$ cat config.mk
export PLATFORM = sky130hd
export DESIGN_NAME = tpu_program_loader
export DESIGN_NICKNAME = d
export VERILOG_FILES = /design/src/rtl/tpu_program_loader.sv
export SDC_FILE = /design/constraint.sdc
export NUM_CORES = 1
export LEC_CHECK = 0
export ABC_AREA = 1
export CORE_ASPECT_RATIO = 0.75
export CORE_MARGIN = 3
export CORE_UTILIZATION = 63
export CTS_CLUSTER_SIZE = 40
export DETAILED_ROUTE_END_ITERATION = 7
export MAX_ROUTING_LAYER = met4
export PLACE_DENSITY = 0.92
export SLEW_MARGIN = 10
export SYNTH_ARGS = -nofsm -noshare
export SYNTH_HDL_FRONTEND = slang
export SYNTH_SLANG_ARGS = --single-unit
$ cat constraint.sdc
create_clock -name CLOCK -period 2.3 [get_ports CLOCK]
set_clock_uncertainty 0.1 [all_clocks]
set_input_delay 0.345 -clock CLOCK [delete_from_list [all_inputs] [get_ports CLOCK]]
set_output_delay 0.345 -clock CLOCK [all_outputs]
set_load 0.01 [all_outputs]
$ cat src/rtl/tpu_program_loader.sv
`default_nettype none
// ============================================================================
// Module   : tpu_program_loader
// Brief    : Program-memory controller for the tekito processing unit. Owns
//            the instruction store, loads it from a host byte stream while
//            holding the processor in reset, zero-fills the unwritten tail
//            and releases the processor after a fixed delay.
// Revision : 1.0 - initial release
// ============================================================================
module tpu_program_loader #(
  parameter int ADDR_WIDTH    = 6,
  parameter int DATA_WIDTH    = 8,
  parameter int RELEASE_DELAY = 2
) (
  input  logic                  CLOCK,
  input  logic                  RESET,
  input  logic                  HOST_LOAD,
  input  logic                  HOST_VALID,
  input  logic [DATA_WIDTH-1:0] HOST_DATA,
  output logic                  HOST_READY,
  input  logic                  HOST_END,
  output logic                  BUSY,
  output logic                  CPU_RESET,
  input  logic [ADDR_WIDTH-1:0] MEMORY_ADDR,
  output logic [DATA_WIDTH-1:0] MEMORY_DATA
);

  localparam int DEPTH  = 2 ** ADDR_WIDTH;
  localparam int DCNT_W = (RELEASE_DELAY > 1) ? $clog2(RELEASE_DELAY) : 1;
  localparam logic [ADDR_WIDTH-1:0] PTR_MAX   = '1;
  localparam logic [DCNT_W-1:0]     DCNT_LAST = DCNT_W'(RELEASE_DELAY - 1);

  typedef enum logic [2:0] {
    S_IDLE    = 3'd0,
    S_LOAD    = 3'd1,
    S_FILL    = 3'd2,
    S_RELEASE = 3'd3,
    S_RUN     = 3'd4
  } state_t;

  state_t                state, state_next;
  logic [ADDR_WIDTH-1:0] ptr, ptr_next;
  logic [DCNT_W-1:0]     dcnt, dcnt_next;
  logic                  mem_we;
  logic [DATA_WIDTH-1:0] mem_wdata;
  logic [DATA_WIDTH-1:0] mem [DEPTH];
  logic                  cpu_reset_q;

  // State, write pointer, delay counter and the registered processor reset
  always_ff @(posedge CLOCK or negedge RESET) begin
    if (!RESET) begin
      state       <= S_IDLE;
      ptr         <= '0;
      dcnt        <= '0;
      cpu_reset_q <= 1'b0;
    end else begin
      state       <= state_next;
      ptr         <= ptr_next;
      dcnt        <= dcnt_next;
      cpu_reset_q <= (state_next == S_RUN);
    end
  end

  // Next-state logic and memory write request; HOST_LOAD overrides everything
  always_comb begin
    state_next = state;
    ptr_next   = ptr;
    dcnt_next  = dcnt;
    mem_we     = 1'b0;
    mem_wdata  = '0;

    case (state)
      S_IDLE: begin
        if (HOST_END) begin
          state_next = S_RELEASE;
          dcnt_next  = '0;
        end
      end
      S_LOAD: begin
        if (HOST_VALID) begin
          mem_we    = 1'b1;
          mem_wdata = HOST_DATA;
          if (ptr == PTR_MAX) begin
            // Store is full: nothing left to fill, HOST_END is irrelevant
            state_next = S_RELEASE;
            ptr_next   = '0;
            dcnt_next  = '0;
          end else begin
            ptr_next = ptr + 1'b1;
            if (HOST_END) begin
              state_next = S_FILL;
            end
          end
        end else if (HOST_END) begin
          state_next = S_FILL;
        end
      end
      S_FILL: begin
        mem_we    = 1'b1;
        mem_wdata = '0;
        if (ptr == PTR_MAX) begin
          state_next = S_RELEASE;
          ptr_next   = '0;
          dcnt_next  = '0;
        end else begin
          ptr_next = ptr + 1'b1;
        end
      end
      S_RELEASE: begin
        if (dcnt == DCNT_LAST) begin
          state_next = S_RUN;
        end else begin
          dcnt_next = dcnt + 1'b1;
        end
      end
      S_RUN: begin
        state_next = S_RUN;
      end
      default: begin
        state_next = S_IDLE;
      end
    endcase

    // A new load request restarts from address 0 and drops any pending write
    if (HOST_LOAD) begin
      state_next = S_LOAD;
      ptr_next   = '0;
      dcnt_next  = '0;
      mem_we     = 1'b0;
    end
  end

  // Instruction store; reset clears every word to NOP
  always_ff @(posedge CLOCK or negedge RESET) begin
    if (!RESET) begin
      for (int i = 0; i < DEPTH; i++) begin
        mem[i] <= '0;
      end
    end else if (mem_we) begin
      mem[ptr] <= mem_wdata;
    end
  end

  assign HOST_READY  = (state == S_LOAD);
  assign BUSY        = (state == S_LOAD) || (state == S_FILL) || (state == S_RELEASE);
  assign CPU_RESET   = cpu_reset_q;
  assign MEMORY_DATA = mem[MEMORY_ADDR];

endmodule
`default_nettype wire

==> results.tsv <==
stage	metric	value	unit
status	outcome	complete, but fails checks	
status	violations	negative setup slack	
clock_network	htreeDepth	2	
cells_and_area	drive_above_1_share	17.44	%
yosys	synth.largest_area_cell	dfrtp_1	
worst_setup_path	cp-start-kind	flop	
worst_setup_path	crit_top_cell	nand2_2	
floorplan	die_area	40280	sq um
power_and_ir_drop	p_per_area	725.0	nW/um^2
yosys	synth_top_family_by_area	simple AND/OR/NAND/NOR gates	
sta	rsz0062_at_grt	true	
yosys	synth-seq-cells	523	
placement	dp.cells	3514	
worst_setup_path	crit_required	1.86	ns
routing	wl_per_cell	22.59	microns
routing	ant_nets	0	
clock_network	clkSinkCount	523	
worst_setup_path	critPathCaptureType	output pin	
routing	via_per_inst	6.635	
yosys	syn_avg_cell_area	7.866	sq um
yosys	synthXorXnorAreaFrac	0	%
yosys	ys_seq_area_share	54.84	%
sta	tightest_slew	0.6257	ns
sta	layout_setup_ws	-0.1428	ns
yosys	synth_edf_count	0	
worst_setup_path	cp_slowest_cell	dfrtp_1	
global_route	antenna_found_initial	0	
yosys	synth_top_area_share	54.84	%
clock_network	path_clk_slew	0.06	ns
sta	finalHoldViolCount	0	
sta	setup_viol	8	
routing	dr.first_iter.drc_count	4054	
worst_setup_path	cp_slowest_stage_delay	0.40	ns
sta	slew_headroom	58.24	%
flow_run	maxCapViolCount	0	
yosys	synth_warnings	0	
worst_setup_path	worst-path-max-fanout	2	
floorplan	coreArea	37250	sq um
worst_setup_path	cp_cell_sequence	nand2_1, nand3_1, nand3_1, nand2_2, nand2_2, nand3_2, nand3_2, nand2_2, buf_6	
yosys	yosysMostFrequentCell	nand2_1	
cells_and_area	nets	3121	
placement	dp_hpwl	45800	microns
cells_and_area	area_delta_synth_final	20.24	%
global_route	grt_max_degree	75	
yosys	synthArstFlopShare	100.0	%
floorplan	fp.dieH	174.6	microns
routing	routed_wl	82240	microns
sta	holdWs	0.1962	ns
yosys	syn_nets	3054	
yosys	synth.distinct_cells	26	
routing	topRoutingLayerUsed	met4	
floorplan	die_w	230.7	microns
yosys	synth_cells	3034	
global_route	grt.total_usage	39.46	%
cells_and_area	antennaDiodeCount	0	
yosys	synth_compound_area_share	11.11	%
power_and_ir_drop	leakage	12.89	nW
min_path	hold_class	in -> async	
worst_setup_path	worstSetupPathType	reg -> out	
clock_network	clk_path_buf_depth	3	
yosys	synth_ff_type	dfrtp_1	
sta	drv_slew	0	
routing	met1_length	28830	microns
worst_setup_path	cp.arrival	2.00	ns
routing	wl_met2	36290	microns
yosys	synth.cell_area	23870	sq um
clock_network	cts_tree	yes	
power_and_ir_drop	ir_drop	0.9019	mV
clock_network	cts_root_buf	clkbuf_16	
clock_network	clk_latency	0.60	ns
placement	portBuffers	29	
global_route	first_global_vias	22790	
sta	post-route-min-period	2.443	ns
yosys	synth_area_leaders	dfrtp_1 (55%), nand2_1 (20%), o21ai_0 (10%), nand3_1 (9.4%), clkbuf_1 (3.0%)	
routing	wl_met3	11780	microns
routing	dr.pass1.iters	7	
routing	drc	0	
yosys	synthSimpleGateAreaFrac	29.98	%
floorplan	io_pins	30	
global_route	overflow	0	
sta	max_freq	409.4	MHz
floorplan	initial_core_util	64.08	%
routing	vias	24150	
yosys	synth_fa_ha_area_share	0.05243	%
global_route	grt_pass1_wl	122600	microns
sta	period_share	106.2	%
floorplan	fp-row-count	61	
yosys	synthTopCellsByCount	nand2_1 (1,247), dfrtp_1 (523), o21ai_0 (498)	
cells_and_area	stdcell_count	3640	
yosys	synthMuxAreaShare	0	%
placement	place.gp.congestion	0.9674	
clock_network	cts_made_buffers	49	
-- registers in the layout (all words and copies together), names as in the netlist --
signal     count
mem          512
ptr            6
state          3
CPU_RESET      1
dcnt           1
-- logic make-up (layout without fill, tap and decap cells) --
logic type               after synthesis  count (layout)
buffers and inverters                252             354
AND/OR/NAND/NOR                     1730            1730
flip-flops                           523             523
AO/OA/AOI/OAI                        528             528
adder cells (fa/ha/maj)                1               1
-- stage by stage --
stage | util, % | total power [mW] | instance area, sq um | setup TNS [ns] | setup WS [ns]
after floorplan | - | 11.03 | 23870 | 0 | 0.2071
after global placement | 69.32 | 12.23 | 25820 | -3.384 | -0.4406
after detailed placement | 69.32 | 12.32 | 25820 | -4.424 | -0.4418
after CTS | 74.64 | 20.51 | 27800 | -0.1146 | -0.03473
after global routing | 77.04 | 21.34 | 28700 | -1.137 | -0.1666
final | 77.04 | 20.80 | 28700 | -0.6510 | -0.1428
-- layout make-up --
type	instances	area [sq um]
fill	2271	8551
sequential	523	13090
tap	504	630.6
multi-input combinational	2259	10770
clock inverter	16	182.7
clock buffer	70	1435
timing repair buffer	237	2466
inverter	31	123.9
-- where the power goes --
group          switching (mW)  internal, mW  leakage (nW)
sequential              0.208          9.47          7.29
clock                    3.66          4.68         0.800
combinational            1.96         0.816          4.80
total                    5.83          15.0          12.9
-- repair_timing --
item                                    in CTS  in global routing
cloned                                       0                  1
hold endpoints to repair                   103                  0
pin swaps                                   34                 69
gates resized for setup                    123                148
hold buffers                                 1                  0
endpoints found under the setup margin       9                 72
buffers inserted                             5                 33
-- path summary, 6_finish.rpt --
kind	from	to	slack (ns)	cells past startpoint
max	mem[272]$_DFFE_PN0P_	MEMORY_DATA[0]	-0.14	9
min	RESET	mem[31]$_DFFE_PN0P_	0.20	2
max reg2reg	state[1]$_DFF_PN0_	mem[206]$_DFFE_PN0P_	0.08	11
min reg2reg	mem[469]$_DFFE_PN0P_	mem[469]$_DFFE_PN0P_	0.39	2
max in group asynchronous	RESET	mem[456]$_DFFE_PN0P_	1.07	4
min in group CLOCK	HOST_LOAD	state[1]$_DFF_PN0_	0.37	3
-- cells in the final DEF (no fill, tap or decap), drive strengths merged --
master and instances:
a31oi 1, clkbuf 71, dlygate4sd2 1, clkinvlp 2
nand3 448, clkinv 9, o31ai 1, buf 218
dlygate4sd3 1, ha 1, a211oi 1, a21oi 3
bufinv 3, o2111ai 1, inv 33, o21ai 521
nor3 6, nand2 1249, dlymetal6s2s 1, dfrtp 523
clkdlybuf4s50 15, nor2 27
-- worst max-delay path: cells and delay by family, from the launching register on --
| kind | cells | cell delay [ns] |
|---|---|---|
| AND/OR/NAND/NOR | 8 | 0.88 |
| flip-flops | 1 | 0.40 |
| buffers and inverters | 1 | 0.13 |
-- per-layer routing --
metal / global-route usage (%) / vias to the layer above
met5: - / -
met4: 17.03 / 0
met3: 9.830 / 569
met2: 58.85 / 2282
met1: 51.94 / 11230
li1: - / 10070
Power figures use the tool's default switching activity.
